[config.mk]
export PLATFORM = sky130hd
export DESIGN_NAME = uart_rx_buffer
export DESIGN_NICKNAME = d
export VERILOG_FILES = /design/src/rtl/uart_rx_buffer.sv
export SDC_FILE = /design/constraint.sdc
export NUM_CORES = 1
export LEC_CHECK = 0
export BUFFER_PORTS_ARGS = -buffer_cell sky130_fd_sc_hd__buf_2
export CORE_MARGIN = 2
export CORE_UTILIZATION = 60
export DETAILED_ROUTE_END_ITERATION = 7
export GPL_ROUTABILITY_DRIVEN = 0
export GPL_TIMING_DRIVEN = 0
export PLACE_DENSITY_LB_ADDON = 0.25
export SETUP_SLACK_MARGIN = 0.1
export SLEW_MARGIN = 10
export SYNTH_ARGS = -nofsm -noshare
export SYNTH_HDL_FRONTEND = slang
export SYNTH_SLANG_ARGS = --single-unit
export TNS_END_PERCENT = 10
[constraint.sdc]
create_clock -name i_clk -period 2.87 [get_ports i_clk]
set_input_delay 0.287 -clock i_clk [delete_from_list [all_inputs] [get_ports i_clk]]
set_output_delay 0.287 -clock i_clk [all_outputs]
set_load 0.005 [all_outputs]
[src/rtl/uart_rx_buffer.sv]
// uart_rx_buffer: first-word fall-through FIFO that captures UART receiver frames, with sticky error flags and a registered interrupt
module uart_rx_buffer #(
  parameter int WIDTH     = 8,
  parameter int DEPTH     = 16,
  parameter int CNT_WIDTH = $clog2(DEPTH) + 1
) (
  input  logic                 i_clk,
  input  logic                 i_rst_n,
  input  logic                 i_data_valid,
  input  logic [WIDTH-1:0]     i_parallel_data,
  input  logic                 i_parity_error,
  input  logic                 i_stop_error,
  input  logic                 i_rd_en,
  input  logic                 i_clr_err,
  input  logic [CNT_WIDTH-1:0] i_threshold,
  output logic [WIDTH-1:0]     o_rd_data,
  output logic                 o_empty,
  output logic                 o_full,
  output logic [CNT_WIDTH-1:0] o_count,
  output logic                 o_overrun,
  output logic                 o_parity_err,
  output logic                 o_frame_err,
  output logic                 o_irq
);
  localparam int AW = $clog2(DEPTH);
  logic [WIDTH-1:0] mem [DEPTH];
  logic [AW-1:0]    wr_ptr, rd_ptr;
  logic             valid_q, strobe, pop, wr;
  assign o_empty   = o_count == '0;
  assign o_full    = o_count == CNT_WIDTH'(DEPTH);
  assign strobe    = i_data_valid & ~valid_q;
  assign pop       = i_rd_en & ~o_empty;
  assign wr        = strobe & (~o_full | pop);
  assign o_rd_data = mem[rd_ptr];
  // storage is not reset; only entries between the pointers are ever observed
  always_ff @(posedge i_clk) begin
    if (wr) mem[wr_ptr] <= i_parallel_data;
  end
  // valid edge register, pointers and occupancy; pointers wrap naturally at DEPTH
  always_ff @(posedge i_clk or negedge i_rst_n) begin
    if (!i_rst_n) begin
      valid_q <= 1'b0;
      wr_ptr  <= '0;
      rd_ptr  <= '0;
      o_count <= '0;
    end else begin
      valid_q <= i_data_valid;
      wr_ptr  <= wr ? wr_ptr + 1'b1 : wr_ptr;
      rd_ptr  <= pop ? rd_ptr + 1'b1 : rd_ptr;
      o_count <= o_count + CNT_WIDTH'(wr) - CNT_WIDTH'(pop);
    end
  end
  // sticky error flags: a set event in the same cycle beats a clear
  always_ff @(posedge i_clk or negedge i_rst_n) begin
    if (!i_rst_n) begin
      o_overrun    <= 1'b0;
      o_parity_err <= 1'b0;
      o_frame_err  <= 1'b0;
    end else begin
      o_overrun    <= (strobe & o_full & ~pop) | (o_overrun & ~i_clr_err);
      o_parity_err <= i_parity_error | (o_parity_err & ~i_clr_err);
      o_frame_err  <= i_stop_error | (o_frame_err & ~i_clr_err);
    end
  end
  // interrupt registered from the already-updated count and flags, so it trails them by one cycle
  always_ff @(posedge i_clk or negedge i_rst_n) begin
    if (!i_rst_n) o_irq <= 1'b0;
    else o_irq <= ((i_threshold != '0) && (o_count >= i_threshold)) | o_overrun | o_parity_err | o_frame_err;
  end
endmodule

==> results.md, run 1 <==
- # rows: 36
- Layout cells sized above 1: 27.6%
- IO buf count: 38
- CTS Buffer Depth: 2
- Detailed-route wire length per cell: 22.5 um
- Drt drc: 0
- Final period demand of the worst path: 2.64 ns
- Crit Path Class: flip-flop to flip-flop
- CP arrival: 3.08 ns
- Nets: 415
- Clk sinks: between 100 and 150
- Seq/Total Area, Yosys: 71.3%
- VDD IR max: 0.451 mV
- Syn nets: 350
- Top-count cell post-synth: edfxtp_1
- Vias in the first global route: 3295
- HP Class: input pin to flip-flop
- Top cells by count, synth: 128 x edfxtp_1, 21 x mux4_2, 18 x dfrtp_1, 18 x inv_1
- Core Footprint: 9770 um^2
- Routed vias: around 3100
- R2R depth: 15
- Post-route clock skew: 0.00791 ns
- Pre-CTS setup slack: -0.174 ns
- Top-area cell type share of the netlist area: a little under two thirds
- Synth warnings: 0
- Hold depth: 3
- Root buffer cell: clkbuf_8
- Reg2reg end: o_count[4]$_DFF_PN0_
- Largest net degree at the start of global routing: 19
- Final Worst Setup Slack: 0.227 ns
- Clock Latency Late Sink: approximately 0.52 ns
- Mean post-synth cell area: 19.2 um^2
- Yosys cell types: 37
- First-pass GRT wire length: around 18 mm
- Crit. End Element: flip-flop
- P per Cell Area: 957 nW/um^2
- Overflow after GRT: 0
- Routed Antenna Nets: 0
- CTS tree: done
- GR met2 Demand/Resource: 38.8%
- Worst-path fanout max: 3
- Clock-pin slew on the worst setup and hold paths: 0.06 ns
- Most area-hungry cell type in the Yosys netlist: edfxtp_1
- Top Ports: 39
- Total CTS buffers: 17
- Die height: 104 um
- Pwr Total: 6.71 mW
- TritonRoute pass-1 iters: 6
- Startpoint class of the critical path: flip-flop
- WP data required: ~3.3 ns
- Worst hold start: i_clr_err
- WHS Endpoint: o_overrun$_DFF_PN0_
- P_leak: around 2.6 nW
- R2R setup slack: 0.23 ns
- R2r startpoint: o_count[2]$_DFF_PN0_
- Final non-filler cell total: 521
- Ys async rst share: 12.3%
- Worst Tran Pin Value: 0.654 ns
- Tcrit/Tclk final: roughly 92%
- H-Tree Depth: 4
- Synth top area cells: edfxtp_1 64%, mux4_2 7.9%, dfrtp_1 7.5%
- Final setup fails: 0
- RSZ-0062 raised after global routing: yes
- Die W: about 100 um
- Hpwl dp: 7.39 mm
- Yosys reg bits: 146
- DRT iter0 DRCs: 220
- EDFF count, synth: 128
- Final wirelength: 11.7 mm
- M3 GR Usage: between 7 and 8%
- Met1 Resource Use GR: 31.3%
- Max-cap check violation count: 0
- Gr busiest metal: met2
- Ant. Diodes: 0
- Overall routing resource usage: 23.9%
- Max-slew violation count: 0
- Worst Setup SP: o_count[2]$_DFF_PN0_
- Status: complete, no violations
- Vias per inst: 5.93
- Mapped Area: 6020 um^2
- FMAX: about 380 MHz
- Synthesized instance count: 313
- Cells after DPL: 484
- Starting density of the core: 61.6%
- Main synth FF type: edfxtp_1
- Initial antenna violation count: 0
- Die Area: 10900 um^2
- Layout Area Growth over Synthesis: 16.5%
- Final hold vios: 0
- Slew HR: 56.3%
==> final cells by class <==
cell class / count / area (um^2)
buffer: 13 / 118
tap: 133 / 166
multi-input combinational: 136 / 1590
clock inverter: 8 / 90.1
clock buffer: 21 / 429
fill: 603 / 2760
sequential: 146 / 4300
timing repair buffer: 46 / 260
inverter: 18 / 67.6
==> power by group <==
group,total [mW],switching (mW),leakage (nW),internal (mW)
registers,2.67,0.155,1.36,2.52
logic,2.07,1.06,0.990,1.01
clock network,1.97,0.758,0.252,1.21
total,6.71,1.98,2.60,4.74
==> metrics by stage <==
stage | setup TNS (ns) | hold WS, ns | utilization (%) | area, um^2
2_1_floorplan | 0 | -0.00859 | - | 6020
3_3_place_gp | -1.36 | 0.247 | 65.2 | 6380
3_5_place_dp | -1.54 | 0.256 | 65.2 | 6380
4_1_cts | 0 | 0.0248 | 71.2 | 6960
5_1_grt | 0 | 0.0632 | 71.7 | 7010
6_report | 0 | 0.0495 | 71.7 | 7010
==> layout by cell type, fill, tap and decap left out, types with 2 or more instances in the layout <==
master,instances
a22oi_1,16
clkbuf_16,16
bufinv_16,2
nor2b_1,3
mux4_2,21
clkinv_2,3
and3_1,15
and2_1,2
buf_6,3
nand2_1,14
ha_1,15
buf_2,40
dfrtp_1,17
o21ai_0,2
inv_1,18
a21oi_1,3
dlygate4sd3_1,4
xnor2_1,7
nor2_1,2
nand4_1,2
mux4_1,11
clkinv_1,2
a21o_1,3
buf_4,6
nand2b_1,2
xor2_1,3
clkbuf_1,5
edfxtp_1,128
clkdlybuf4s25_2,3
==> state kept, by name, summed over array words and instances (netlist names) <==
name          cells
valid_q           1
rd_ptr            4
mem             128
o_irq             1
o_count           5
o_parity_err      1
wr_ptr            4
o_overrun         1
o_frame_err       1
==> worst max-delay path by stage <==
stage | slack (ns) | to | cells after the start
after floorplan | 0.23 | o_count[4]$_DFF_PN0_ | 15
after global placement | -0.16 | mem[3][6]$_DFFE_PP_ | 7
after detailed placement | -0.17 | mem[3][6]$_DFFE_PP_ | 7
after CTS | 0.04 | o_count[4]$_DFF_PN0_ | 15
after global routing | 0.06 | o_count[4]$_DFF_PN0_ | 15
final | 0.23 | o_count[4]$_DFF_PN0_ | 15
==> cell families (layout without fill, tap and decap cells) <==
group                    count (synthesis)  count (layout)  synth area share [%]
adder cells (fa/ha/maj)                 17              17                  3.66
buffers and inverters                   31             106                  2.95
XOR/XNOR                                10              10                  1.45
AND/OR/NAND/NOR                         46              46                  4.22
AO/OA/AOI/OAI                           30              30                  3.55
multiplexers                            33              33                  12.8
flip-flops                             146             146                  71.3
==> layer usage <==
| metal | wire, um | part of all wire, % | vias to the layer above |
|---|---|---|---|
| met4 | 163 | 1.4 | 0 |
| met2 | 6070 | 52 | 118 |
| met1 | 4560 | 39 | 1577 |
| li1 | - | - | 1382 |
| met3 | 944 | 8.0 | 12 |
| met5 | 0 | 0 | - |
==> repair_timing <==
| item | 4_1_cts | 5_1_grt |
|---|---|---|
| setup buffers | 0 | 4 |
| pin swaps | 0 | 2 |
| hold endpoints to repair | 21 | 0 |
| hold buffers | 4 | 0 |
| gates resized for setup | 7 | 5 |
| setup endpoints to repair | 12 | 11 |
==> critical path: stages (launching register included) <==
cell      delay, ns
dfrtp_2        0.37
inv_1          0.07
ha_1           0.21
and4bb_2       0.26
a21oi_4        0.14
buf_6          0.11
inv_1          0.03
ha_1           0.26
inv_1          0.07
ha_2           0.20
inv_1          0.06
fa_2           0.36
inv_1          0.06
a21oi_1        0.05
o21bai_1       0.18
xnor2_1        0.13
(Power assumes the default switching activity.)
==> run 2: changes to the inputs <==
ABC_AREA = 1   (was unset)
==> run 2 against run 1 <==
  * Worst setup slack improved by 0.037 ns
  * Maximum frequency increased by 1.4%
  * Wire length increased by 44%
  * Global-route usage increased by 6.1 points
  * Synthesized cell count increased by 110%
  * Critical endpoint is now mem[9][4]$_DFFE_PP_
  * Register-to-register slack improved by 0.04 ns
  * Flip-flop and latch count unchanged
  * Count of clock-buffer cells in the layout increased by 5
  * Sequential power decreased by 2%
  * Sequential share of layout area decreased by 6.8 points
  * Via count increased by 62%
  * First-iteration DRC count increased by 140%
==> results.md, run 2 <==
- Status: complete, no violations
- Routed Antenna Nets: 0 (unchanged)
- Top-area cell type share of the netlist area: 57.1% (-6.7 points)
- TritonRoute pass-1 iters: 8 (+2)
- Yosys cell types: 24 (-35%)
- Final wirelength: 16.9 mm (+44%)
- Mapped Area: 6730 um^2 (+12%)
- M3 GR Usage: 6.28% (-1.1 points)
- Routed vias: 5002 (+62%)
- Nets: 770 (+86%)
- P per Cell Area: 980 nW/um^2 (+2.4%)
- Dominant cell type by count on the critical path: nand2_2
- CP Cell Sequence: inv_1, ha_2, nand3_2, nor2_4, nand2_2, nand2_2, buf_6, nor3_1
- Register area: 4290 um^2 (about the same)
- GR met2 Demand/Resource: 48.3% (+9.6 points)
- Largest net degree at the start of global routing: 19 (unchanged)
- Worst Path Buf+Inv: 2 (-4)
- Top-count cell post-synth: nand2_1
- Root buffer cell: clkbuf_8
- Setup TNS: 0 ns (unchanged)
- Worst hold start: i_rd_en
- Setup Buffers After CTS: 0 (unchanged)
- Yosys reg bits: 146 (unchanged)
- Final period demand of the worst path: 2.61 ns (-0.0371 ns)
- Total CTS buffers: 17 (unchanged)
- Max reg flops: 128 (unchanged)
- Switch share: 37.4% (+8.0 points)
- Commonest non-fill, non-tap cell in the layout: nand2_1
- Max-cap check violation count: 0 (unchanged)
- Vias in the first global route: 4988 (+51%)
- Met1 Resource Use GR: 38.5% (+7.2 points)
- Final setup fails: 0 (unchanged)
- Sequential Power Share: 33.8% (-6.0 points)
- Synth top area cells: edfxtp_1 57%, nand2_1 11%, nand3_1 7.9%
- First-pass GRT wire length: 25.9 mm (+40%)
- Seq/Total Area, Yosys: 63.8% (-7.5 points)
- Vias per inst: 5.65 (-4.8%)
- Slew HR: 10.2% (-46 points)
- Syn nets: 706 (+100%)
- Mean post-synth cell area: 10.1 um^2 (-48%)
- RSZ-0062 raised after global routing: no
- CTS Buffer Depth: 2 (unchanged)
- Ant. Diodes: 0 (unchanged)
- Final Worst Setup Slack: 0.264 ns (+0.0371 ns)
- Fillers: 753 (+25%)
- VDD IR max: 0.625 mV (+39%)
- Synthesized instance count: 669 (+110%)
- H-Tree Depth: 4 (unchanged)
- Critical path's slowest cell: nor3_1
- Drt drc: 0 (unchanged)
- Area taken by multi-input logic gates: 1830 um^2 (+15%)
- Most frequent cells in the layout: 195 x nand2_1, 129 x inv_1, 128 x edfxtp_1, 106 x nand3_1, 49 x buf_2
- IO buf count: 38 (unchanged)
- Main synth FF type: edfxtp_1
- Max-slew violation count: 0 (unchanged)
- Synth warnings: 0 (unchanged)
- Worst-path fanout max: 10 (+7)
- # rows: 38 (+5.6%)
- FMAX: 384 MHz (+1.4%)
- Top Ports: 39 (unchanged)
- HP Class: input pin to flip-flop
- Layout Area Growth over Synthesis: 17.1%
- Crit Path Class: flip-flop to flip-flop
- Final hold vios: 0 (unchanged)
- Worst Tran Pin Value: 1.34 ns (+0.684 ns)
- Clk sinks: 146 (unchanged)
- Gr busiest metal: met2
- Internal: 4.84 mW (+2.1%)
- Clock Power Share: 29.4% (about the same)
- DRT iter0 DRCs: 538 (+140%)
- Initial antenna violation count: 0 (unchanged)
- CTS tree: done
- Most area-hungry cell type in the Yosys netlist: edfxtp_1
- Die Area: 12100 um^2 (+11%)
- Worst Setup SP: o_count[3]$_DFF_PN0_
- Overflow after GRT: 0 (unchanged)
- Post-route clock skew: 0.0117 ns (+0.00377 ns)
- Detailed-route wire length per cell: 19.1 um (-15%)
- Hpwl dp: 10.8 mm (+47%)
- Power share of the combinational group: 36.9% (+6.0 points)
- Net switching power: 2.89 mW (+46%)
- R2r startpoint: o_count[3]$_DFF_PN0_
- Top cells by count, synth: 196 x nand2_1, 129 x inv_1, 128 x edfxtp_1
- Die height: 110 um (+5.5%)
- Crit. End Element: flip-flop
- Overall routing resource usage: 30.0% (+6.1 points)
- Clock Latency Late Sink: 0.54 ns (+0.02 ns)
- Tcrit/Tclk final: 90.8% (-1.3 points)
- WP data required: 3.01 ns (-0.30 ns)
- P_leak: 3.55 nW (+36%)
- Layout cells sized above 1: 15.7% (-12 points)
- Core Footprint: 10900 um^2 (+11%)
- Delay-heaviest family, CP: simple AND/OR/NAND/NOR gates
- Largest Register: mem
- Startpoint class of the critical path: flip-flop
- Starting density of the core: 61.8% (+0.19 points)
- CP arrival: 2.74 ns (-0.34 ns)
- Ys async rst share: 12.3% (unchanged)
- Clock-pin slew on the worst setup and hold paths: 0.07 ns (about the same)
- Die W: 110 um (+5.5%)
- Top flop regs: mem x128, o_count x5
- EDFF count, synth: 128 (unchanged)
- Pre-CTS setup slack: 0.111 ns (+0.284 ns)
- Max stage delay on crit path: 1.01 ns (+0.64 ns)
run 2: cell types whose count changed in the layout (fill, tap and decap cells not counted), moves of 9 or more:
cell     before  now
a22oi_1      16    0
and3_1       15    0
buf_2        40   49
inv_1        18  129
mux4_1       11    0
mux4_2       21    0
nand2_1      14  195
nand3_1       0  106
nor3_2        0   13
run 2: worst reg2reg max path, delay by kind of cell (launching register included):
family,cells,cell delay [ns]
AND/OR/NAND/NOR,5,1.33
flip-flops,1,0.42
buffers and inverters,2,0.26
adder cells (fa/ha/maj),1,0.19
run 2: cell type report:
type | instances | share of cell area [%]
Inverter | 134 | 6.38
Timing Repair Buffer | 45 | 3.30
Clock buffer | 26 | 7.42
Clock inverter | 6 | 0.651
Tap cell | 140 | 2.22
Multi-Input combinational cell | 362 | 23.2
Buffer | 27 | 2.32
Sequential cell | 146 | 54.5
run 2: worst paths after layout:
kind                                          end  slack, ns  cells past startpoint
max reg2reg                   mem[9][4]$_DFFE_PP_       0.26                      8
min reg2reg                       o_irq$_DFF_PN0_       0.52                      2
max in group asynchronous   rd_ptr[2]$_DFFE_PN0P_       2.31                      2
max                           mem[9][4]$_DFFE_PP_       0.26                      8
min                           o_overrun$_DFF_PN0_       0.07                      4
min in group asynchronous  o_parity_err$_DFF_PN0_       0.23                      2
run 2: timing repair:
action,CTS,global route
gates resized for setup,1,5
hold buffers,7,0
endpoints found under the hold margin,22,0
setup endpoints to repair,1,14
run 2: power groups by stage:
stage	registers, mW	logic (mW)	clock network [mW]
6_report	2.61	2.85	2.27
3_3_place_gp	2.64	2.55	0
5_1_grt	2.62	3.09	2.35
4_1_cts	2.60	2.73	2.26
3_5_place_dp	2.65	2.67	0
2_1_floorplan	2.63	1.75	0
run 2: metal layers:
layer	routed length, um	vias up	share of wire [%]
li1	-	2286	-
met1	6400	2359	38
met2	8210	290	49
met3	1550	67	9.2
met4	723	0	4.3
met5	0	-	0
run 2: per-stage QoR:
step	util (%)	hold WS, ns	total power [mW]	area (um^2)	std cells
4_1_cts	71.9	0.0517	7.60	7830	886
6_report	72.4	0.0703	7.72	7880	886
2_1_floorplan	-	-0.00859	4.38	6730	669
3_3_place_gp	65.1	0.241	5.19	7090	847
5_1_grt	72.4	0.0973	8.06	7880	886
3_5_place_dp	65.5	0.252	5.32	7130	847
run 2: cells by family after synthesis:
kind of cell / after synthesis / share of synthesized area (%)
AND/OR/NAND/NOR: 327 / 20.9
buffers and inverters: 161 / 10.1
adder cells (fa/ha/maj): 17 / 3.27
AO/OA/AOI/OAI: 10 / 0.818
flip-flops: 146 / 63.8
XOR/XNOR: 8 / 1.04
==> run 3: changes to the inputs <==
clock period = 3.05 ns   (was 2.87 ns; I/O delays follow)
==> run 3 against run 2 <==
  * The run now ends with design-rule violations left
  * Via count rose by 0.26%
  * Hold slack improved by 0.013 ns
  * Worst setup slack improved by 0.049 ns
  * Highest routed layer unchanged
==> results.md, run 3 (synthesized netlist as in run 2, its figures left out) <==
- Status: finished with violations
- Failing checks: design-rule violations
- Most frequent cells in the layout: 196 x nand2_1, 129 x inv_1, 128 x edfxtp_1, 106 x nand3_1, 49 x buf_2
- Top flop regs: mem x128, o_count x5
- Final wirelength: 16.8 mm (-0.25%)
- Post-route clock skew: 0.0111 ns (-0.000538 ns)
- HP Class: input pin to flip-flop
- Final hold vios: 0 (unchanged)
- CTS tree: done
- CP arrival: 3.19 ns (+0.45 ns)
- Worst Tran Pin Value: 1.32 ns (-0.0170 ns)
- Max-slew violation count: 0 (unchanged)
- Power share of the combinational group: 36.8% (about the same)
- Area after DPL: 7130 um^2 (unchanged)
- Tcrit/Tclk final: 89.7% (-1.1 points)
- Clock Latency Late Sink: 0.53 ns (about the same)
- P per Cell Area: 922 nW/um^2 (-6.0%)
- Top Ports: 39 (unchanged)
- Cells after DPL: 847 (unchanged)
- Startpoint class of the critical path: flip-flop
- Slew HR: 11.3% (+1.1 points)
- Overflow after GRT: 0 (unchanged)
- Final core occ: 72.2% (-0.14 points)
- Switch share: 37.3% (-0.040 points)
- Vias per inst: 5.66 (+0.26%)
- Clock Power Share: 29.4% (about the same)
- RSZ-0062 raised after global routing: no
- Max reg flops: 128 (unchanged)
- Crit. End Element: flip-flop
- Overall routing resource usage: 30.0% (unchanged)
- Final non-filler cell total: 886 (unchanged)
- IO buf count: 38 (unchanged)
- # rows: 38 (unchanged)
- Die Area: 12100 um^2 (unchanged)
- Starting density of the core: 61.8% (unchanged)
- Routed vias: 5015 (+0.26%)
- First-pass GRT wire length: 25.9 mm (unchanged)
- Final setup fails: 0 (unchanged)
- Hpwl dp: 10.8 mm (unchanged)
- Design Area, Final: 7860 um^2 (-0.19%)
- Layout cells sized above 1: 15.1% (-0.54 points)
- Ant. Diodes: 0 (unchanged)
- Final Worst Setup Slack: 0.313 ns (+0.0488 ns)
- H-Tree Depth: 4 (unchanged)
- Detailed-route wire length per cell: 19.0 um (-0.25%)
- Worst-path fanout max: 10 (unchanged)
- Internal: 4.54 mW (-6.1%)
- Largest net degree at the start of global routing: 19 (unchanged)
- Crit Path Class: flip-flop to flip-flop
- WP data required: 3.51 ns (+0.50 ns)
- VDD IR max: 0.581 mV (-6.9%)
- Nets: 770 (unchanged)
- Die W: 110 um (unchanged)
- Routed Antenna Nets: 0 (unchanged)
- TritonRoute pass-1 iters: 8 (unchanged)
- Max-cap check violation count: 0 (unchanged)
- Setup TNS: 0 ns (unchanged)
- Clk sinks: 146 (unchanged)
- Vias in the first global route: 4988 (unchanged)
- Core Footprint: 10900 um^2 (unchanged)
- Critical path's slowest cell: dfrtp_1
- Layout Area Growth over Synthesis: 16.9%
- CTS Buffer Depth: 2 (unchanged)
- Pre-CTS setup slack: 0.291 ns (+0.180 ns)
- Die height: 110 um (unchanged)
- Clock-pin slew on the worst setup and hold paths: 0.07 ns (about the same)
- CP Cell Sequence: inv_1, ha_1, nand3_2, nor2_4, nand2_1, nand2_2, buf_6, ha_1, inv_1, ha_1, inv_1, fa_1, o21ai_1, xor2_1
- Max stage delay on crit path: 0.43 ns (-0.58 ns)
- Commonest non-fill, non-tap cell in the layout: nand2_1
- Final hold slack: 0.0830 ns (+0.0127 ns)
- P_leak: 3.55 nW (about the same)
- Net switching power: 2.71 mW (-6.3%)
- DRT iter0 DRCs: 563 (+4.6%)
- Final period demand of the worst path: 2.74 ns (+0.131 ns)
- Total CTS buffers: 17 (unchanged)
- Largest Register: mem
- Initial antenna violation count: 0 (unchanged)
- Drt drc: 1 (+1)
- Sequential Power Share: 33.8% (about the same)
- Pwr Total: 7.25 mW (-6.2%)
- FMAX: 365 MHz (-4.8%)
- Root buffer cell: clkbuf_8
==> run 3: cell counts in the layout (fill, tap and decap cells not counted) <==
No cell type changed its count.
==> run 3: power groups by stage <==
stage	clock network (mW)	registers (mW)	logic, mW
detailed placement	0	2.49	2.51
global route	2.21	2.47	2.88
CTS	2.13	2.45	2.57
finish	2.13	2.45	2.66
floorplan	0	2.47	1.65
global placement	0	2.48	2.40
==> run 3: worst paths after layout <==
check                                      start                     end  slack, ns  cells past startpoint
min reg2reg                o_frame_err$_DFF_PN0_         o_irq$_DFF_PN0_       0.52                      2
min in group asynchronous                i_rst_n  o_parity_err$_DFF_PN0_       0.25                      2
max                         o_count[3]$_DFF_PN0_    o_count[4]$_DFF_PN0_       0.31                     14
min                                      i_rd_en     o_overrun$_DFF_PN0_       0.08                      4
max in group asynchronous                i_rst_n   rd_ptr[2]$_DFFE_PN0P_       2.47                      2
max reg2reg                 o_count[3]$_DFF_PN0_    o_count[4]$_DFF_PN0_       0.31                     14
==> run 3: critical path: cells and delay by family (launching register included) <==
family	cells	cell delay, ns
compound gates	1	0.20
xor+xnor	1	0.15
fa+ha+maj	4	1.00
buf+inv	4	0.39
flops	1	0.43
simple gates	4	0.47
==> run 3: cell type report <==
| type | instances | area, um^2 |
|---|---|---|
| flip-flops and latches | 146 | 4290 |
| fillers | 759 | 3020 |
| multi-input cells | 362 | 1820 |
| clock buffers | 26 | 584 |
| inverters | 134 | 503 |
| repair buffers | 45 | 260 |
| plain buffers | 27 | 179 |
| well taps | 140 | 175 |
| clock inverters | 6 | 51.3 |
==> run 3: per-layer routing <==
layer	wire length (um)	up-vias	global-route usage, %	part of all wire [%]
met3	1730	60	6.28	10
li1	-	2286	-	-
met5	0	-	0	0
met4	686	0	15.1	4.1
met1	6260	2354	38.5	37
met2	8180	315	48.3	49
==> run 3: timing repair <==
action | 4_1_cts | 5_1_grt
hold endpoints to repair | 22 | 0
gates resized for setup | 0 | 1
setup buffers | 0 | 0
hold buffers | 7 | 0
endpoints found under the setup margin | 0 | 1
